$ cat src/rtl/light_pen_locator.sv
// Light-pen locator: pairs the synchronised pen photo-sensor with the LED scan
// coordinate that lit it, and reports which pixel the pen sits over.
//
// Ports:
//   clk, rst_n         clock, asynchronous active-low reset
//   led_row, led_col   current scan pixel, one-hot each (all-zero = blank)
//   pen_in             raw asynchronous pen sensor, 1 = light seen
//   track_en           1 = locating enabled, 0 forces idle
//   hit_valid, pen_we  one-cycle pulse when the pen has been located
//   hit_row, hit_col   binary coordinate of the last hit (held)
//   pen_present        1 while the pen is being tracked
//   scan_err           sticky flag for a non-blank, non-one-hot scan pattern
module light_pen_locator #(
  parameter int unsigned PEN_DELAY    = 4,
  parameter int unsigned FILTER_LEN   = 3,
  parameter int unsigned LOST_TIMEOUT = 1000000,
  parameter int unsigned TIMEOUT_W    = 20
) (
  input  logic       clk,
  input  logic       rst_n,
  input  logic [7:0] led_row,
  input  logic [7:0] led_col,
  input  logic       pen_in,
  input  logic       track_en,
  output logic       hit_valid,
  output logic [2:0] hit_row,
  output logic [2:0] hit_col,
  output logic       pen_we,
  output logic       pen_present,
  output logic       scan_err
);

  typedef struct packed {
    logic       valid;
    logic [2:0] row;
    logic [2:0] col;
  } coord_t;

  typedef enum logic [0:0] {StIdle, StTrack} state_e;

  // Registered coordinate plus PEN_DELAY-2 further stages.
  localparam int Stages = int'(PEN_DELAY) - 1;
  localparam logic [2:0] FilterMax = 3'(FILTER_LEN);
  localparam logic [TIMEOUT_W-1:0] LostMax = TIMEOUT_W'(LOST_TIMEOUT - 1);

  function automatic logic is_onehot(input logic [7:0] v);
    return (v != 8'd0) && ((v & (v - 8'd1)) == 8'd0);
  endfunction

  function automatic logic [2:0] bin_idx(input logic [7:0] v);
    logic [2:0] idx;
    idx = '0;
    for (int i = 0; i < 8; i++) begin
      if (v[i]) idx = 3'(i);
    end
    return idx;
  endfunction

  coord_t                 coord_in;
  logic                   coord_bad;
  logic                   sync1_q, sync2_q;
  coord_t                 pipe_q [Stages];
  coord_t                 prev_q;
  coord_t                 dcoord;
  logic                   new_pix;
  logic [2:0]             cnt_q, cnt_d;
  logic                   reported_q, reported_d;
  logic                   qualified;
  state_e                 state_q, state_d;
  logic [TIMEOUT_W-1:0]   lost_q, lost_d;
  logic                   hit_valid_q;
  logic [2:0]             hit_row_q, hit_col_q;
  logic                   scan_err_q;

  // Encoder: invalid coordinates are zeroed so change detection only sees real pixels.
  always_comb begin
    coord_in.valid = is_onehot(led_row) && is_onehot(led_col);
    coord_in.row   = coord_in.valid ? bin_idx(led_row) : 3'd0;
    coord_in.col   = coord_in.valid ? bin_idx(led_col) : 3'd0;
    coord_bad      = !coord_in.valid && ((led_row != 8'd0) || (led_col != 8'd0));
  end

  assign dcoord  = pipe_q[Stages-1];
  assign new_pix = (dcoord != prev_q);

  // Filter: a new pixel always restarts the count, so a hit needs the pen to
  // stay lit while one pixel is held for more than FILTER_LEN cycles.
  always_comb begin
    cnt_d = '0;
    if (track_en && sync2_q && dcoord.valid && !new_pix) begin
      cnt_d = (cnt_q == FilterMax) ? cnt_q : cnt_q + 3'd1;
    end
    qualified  = track_en && (cnt_d == FilterMax) && !reported_q;
    reported_d = new_pix ? 1'b0 : (reported_q | qualified);
  end

  always_comb begin
    state_d = state_q;
    lost_d  = lost_q;
    unique case (state_q)
      StIdle: begin
        lost_d = '0;
        if (qualified) state_d = StTrack;
      end
      StTrack: begin
        if (qualified) begin
          lost_d = '0;
        end else if (lost_q == LostMax) begin
          state_d = StIdle;
          lost_d  = '0;
        end else begin
          lost_d = lost_q + 1'b1;
        end
      end
      default: begin
        state_d = StIdle;
        lost_d  = '0;
      end
    endcase
    if (!track_en) begin
      state_d = StIdle;
      lost_d  = '0;
    end
  end

  always_ff @(posedge clk or negedge rst_n) begin
    if (!rst_n) begin
      state_q <= StIdle;
      lost_q  <= '0;
    end else begin
      state_q <= state_d;
      lost_q  <= lost_d;
    end
  end

  always_ff @(posedge clk or negedge rst_n) begin
    if (!rst_n) begin
      sync1_q     <= 1'b0;
      sync2_q     <= 1'b0;
      for (int i = 0; i < Stages; i++) pipe_q[i] <= '0;
      prev_q      <= '0;
      cnt_q       <= '0;
      reported_q  <= 1'b0;
      hit_valid_q <= 1'b0;
      hit_row_q   <= '0;
      hit_col_q   <= '0;
      scan_err_q  <= 1'b0;
    end else begin
      sync1_q     <= pen_in;
      sync2_q     <= sync1_q;
      pipe_q[0]   <= coord_in;
      for (int i = 1; i < Stages; i++) pipe_q[i] <= pipe_q[i-1];
      prev_q      <= dcoord;
      cnt_q       <= cnt_d;
      reported_q  <= reported_d;
      hit_valid_q <= qualified;
      if (qualified) begin
        hit_row_q <= dcoord.row;
        hit_col_q <= dcoord.col;
      end
      scan_err_q  <= scan_err_q | coord_bad;
    end
  end

  assign hit_valid   = hit_valid_q;
  assign pen_we      = hit_valid_q;
  assign hit_row     = hit_row_q;
  assign hit_col     = hit_col_q;
  assign pen_present = (state_q == StTrack);
  assign scan_err    = scan_err_q;

endmodule

$ cat config.mk
export PLATFORM = sky130hd
export DESIGN_NAME = light_pen_locator
export DESIGN_NICKNAME = d
export VERILOG_FILES = /design/src/rtl/light_pen_locator.sv
export SDC_FILE = /design/constraint.sdc
export NUM_CORES = 1
export LEC_CHECK = 0
export CAP_MARGIN = 10
export CORE_MARGIN = 2
export CORE_UTILIZATION = 40
export DETAILED_ROUTE_END_ITERATION = 7
export PLACE_DENSITY = 0.59
export SYNTH_ARGS = -nofsm -noshare
export SYNTH_HDL_FRONTEND = slang
export SYNTH_SLANG_ARGS = --single-unit
$ cat constraint.sdc
create_clock -name clk -period 2.4 [get_ports clk]
set_input_delay 0.48 -clock clk [delete_from_list [all_inputs] [get_ports clk]]
set_output_delay 0.48 -clock clk [all_outputs]
set_load 0.02 [all_outputs]
==> flow_summary_export.csv <==
group,metric,value,unit
outcome,status,"completed",
floorplan,rows,29,
yosys,synth_area,2710,um^2
timing,clock.fmax,467,MHz
yosys,synth_warnings,0,
clocking,path_clk_slew,0.07,ns
critical_path,worstPathArrival,2.36,ns
grt,grt_max_degree,64,
pwr,peakVddDrop,0.255,mV
final_layout,synthToLayoutAreaGrowth,24.8,%
floorplan,die_x,86.3,um
clocking,cts_max_path_buffers,2,
final_layout,design_area,3380,um^2
placed_design,dp_hpwl,3250,um
run,max_cap_violations,0,
critical_path,r2r_slack,0.26,ns
grt,grt_pass1_vias,1955,
floorplan,io_pins,30,
critical_path,cp.required,2.62,ns
floorplan,die_area,7440,um^2
final_layout,fill_cells,594,
pwr,leakagePower,0.00152,uW
timing,finalClockSkew,0.00520,ns
placed_design,portBuffers,29,
detailed_routing,wire_per_inst,13.5,um
yosys,synthesis.nets,252,
critical_path,r2r-start,"cnt_q[0]",
timing,finalHoldViolCount,0,
placed_design,gp_congestion,0.786,
placed_design,post_dp_cell_area,3180,um^2
critical_path,cpPeakStageDelay,0.41,ns
worst_hold_path,holdCritPathClass,"in2async",
final_layout,diodes,0,
timing,timing.final.crit_share,0.892,
grt,antenna_found_initial,0,
timing,worst_slack,0.258,ns
timing,worst_pin_slew,0.589,ns
clocking,cts_tree,"built",
detailed_routing,first_pass_iters,6,
timing,max_slew_margin,0.604,
grt,grt_usage,0.149,
yosys,ys_seq_area_frac,0.583,
yosys,syn_inst,230,
clocking,clock_sinks,63,
timing,finalMaxSlewViolations,0,
critical_path,path_cells,"ha_1 > nor2b_1 > a32oi_1 > nor4bb_4 > buf_4 > mux2_2",
clocking,cts_hold_buf,0,
final_layout,fin_nets,296,
detailed_routing,drcViolationCount,0,
yosys,synth.avg_cell_area,11.8,um^2
floorplan,chipHeight,86.3,um
final_layout,layout-drive-gt1-share,0.168,
clocking,root_buffer,"clkbuf_8",
clocking,cts_setup_buffers,0,
timing,hold_slack,0.150,ns
grt,grt_first_pass_wirelength,8730,um
timing,grt_setup_unrepaired,"false",
critical_path,critPathLaunchType,"register",
critical_path,crit_fanout,7,
critical_path,critPathKind,"reg2reg",
critical_path,cp_num_buf_inv,1,
critical_path,cpMaxStageDelayCell,"dfrtp_1",
detailed_routing,vias,1906,
final_layout,fin_util,0.523,
clocking,cts_inserted_buffers,9,
grt,grt_overflow,0,
pwr,pwr_density_cell,606,nW/um^2
critical_path,cp_top_family,"simple AND/OR/NAND/NOR gates",
floorplan,initial_utilization,0.419,
yosys,async_flop_share,1.00,
timing,setup_viol,0,
timing,period_minus_slack,2.14,ns
placed_design,dpl_worst_slack,-0.0201,ns
detailed_routing,avgViaCountPerCell,5.35,
yosys,synth_edf_count,0,
yosys,ys_types,47,
clocking,clk_latency,0.33,ns
critical_path,rr_worst_depth,6,
detailed_routing,routed_wl,4790,um
detailed_routing,ant_nets,0,
critical_path,cp-end-kind,"register",
yosys,synth-seq-cells,63,
yosys,ys.flop_type,"dfrtp_1",
floorplan,core,6460,um^2
clocking,h-tree-depth,3,
critical_path,r2r_end,"hit_row[1]",
detailed_routing,drtIter0Drc,54,
clocking,ctsResizeCount,0,
[cells in the mapped netlist (3+ instances only)]
cell	number	area, um^2
a211oi_1	8	60.1
a21oi_1	3	15.0
buf_2	6	30.0
dfrtp_1	63	1580
inv_1	9	33.8
mux2_2	6	67.6
nand2_1	4	15.0
nand3_1	10	50.1
nand4_1	7	43.8
nor2_1	9	33.8
nor2b_1	3	18.8
nor3_1	20	100
nor4_1	9	56.3
o21ai_0	7	35.0
or2_2	3	18.8
or3_1	6	37.5
xnor2_1	10	87.6
xor2_1	12	105
[how the worst max path moves through the flow]
stage / startpoint / to / slack [ns] / depth (start not counted)
6_report: cnt_q[0] / hit_row[1] / 0.26 / 6
4_1_cts: cnt_q[0] / hit_col[1] / 0.24 / 6
3_5_place_dp: led_row[0] / scan_err / -0.02 / 5
3_3_place_gp: track_en / hit_row[0] / 0.05 / 6
5_1_grt: cnt_q[0] / hit_col[1] / 0.08 / 6
2_1_floorplan: cnt_q[0] / hit_col[0] / 0.47 / 6
[worst reg2reg max path: stages (launching register included)]
cell and delay (ns):
dfrtp_1 0.41, ha_1 0.21, nor2b_1 0.28, a32oi_1 0.26, nor4bb_4 0.32, buf_4 0.21, mux2_2 0.34
[routing by layer]
layer,vias to the layer above,wire length (um),GRT usage
met2,40,2180,0.240
met3,8,152,0.0286
met4,0,89,0.0810
li1,947,-,-
met5,-,0,0
met1,911,2370,0.191
[final cells by class]
| type | instances | area (um^2) | share of cell area |
|---|---|---|---|
| inverters | 9 | 33.8 | 0.0100 |
| flip-flops and latches | 63 | 1580 | 0.467 |
| clock buffers | 9 | 124 | 0.0367 |
| clock inverters | 7 | 73.8 | 0.0219 |
| repair buffers | 40 | 393 | 0.116 |
| well taps | 77 | 96.3 | 0.0285 |
| multi-input cells | 151 | 1080 | 0.320 |
[power breakdown]
part / internal (uW) / leakage (uW) / switching (uW)
combinational: 46.5 / 0.000552 / 47.8
sequential: 1060 / 0.000871 / 0.626
clock: 480 / 0.0000992 / 409
[sequential cells by signal, summed over array words and instances (netlist names), 3 cells and up]
register	count
cnt_q	3
dcoord	7
hit_col	3
hit_row	3
lost_q	20
pipe_q	14
prev_q	7
[kinds of logic after synthesis]
| group | synth area share |
|---|---|
| xor+xnor | 0.0712 |
| fa+ha+maj | 0.00924 |
| compound gates | 0.0962 |
| flops | 0.583 |
| buf+inv | 0.0264 |
| simple gates | 0.186 |
| mux | 0.0287 |
[stage by stage]
step | cells | total power [uW] | setup TNS [ns]
final | 356 | 2050 | 0
after global routing | 356 | 2130 | 0
after CTS | 356 | 2090 | 0
after detailed placement | 340 | 1180 | -0.0201
after global placement | 340 | 1180 | 0
after floorplan | 230 | 1110 | 0
[cells in the final DEF (no fill, tap or decap), drive strengths merged, types with 6 or more instances in the layout]
master	instances
a211oi	9
buf	12
clkbuf	9
clkdlybuf4s50	28
dfrtp	63
inv	9
mux2	6
nand3	10
nand4	8
nor2	9
nor3	20
nor4	9
o21ai	7
or3	6
xnor2	10
xor2	12
Note: power is estimated with default switching activity, not from simulation.
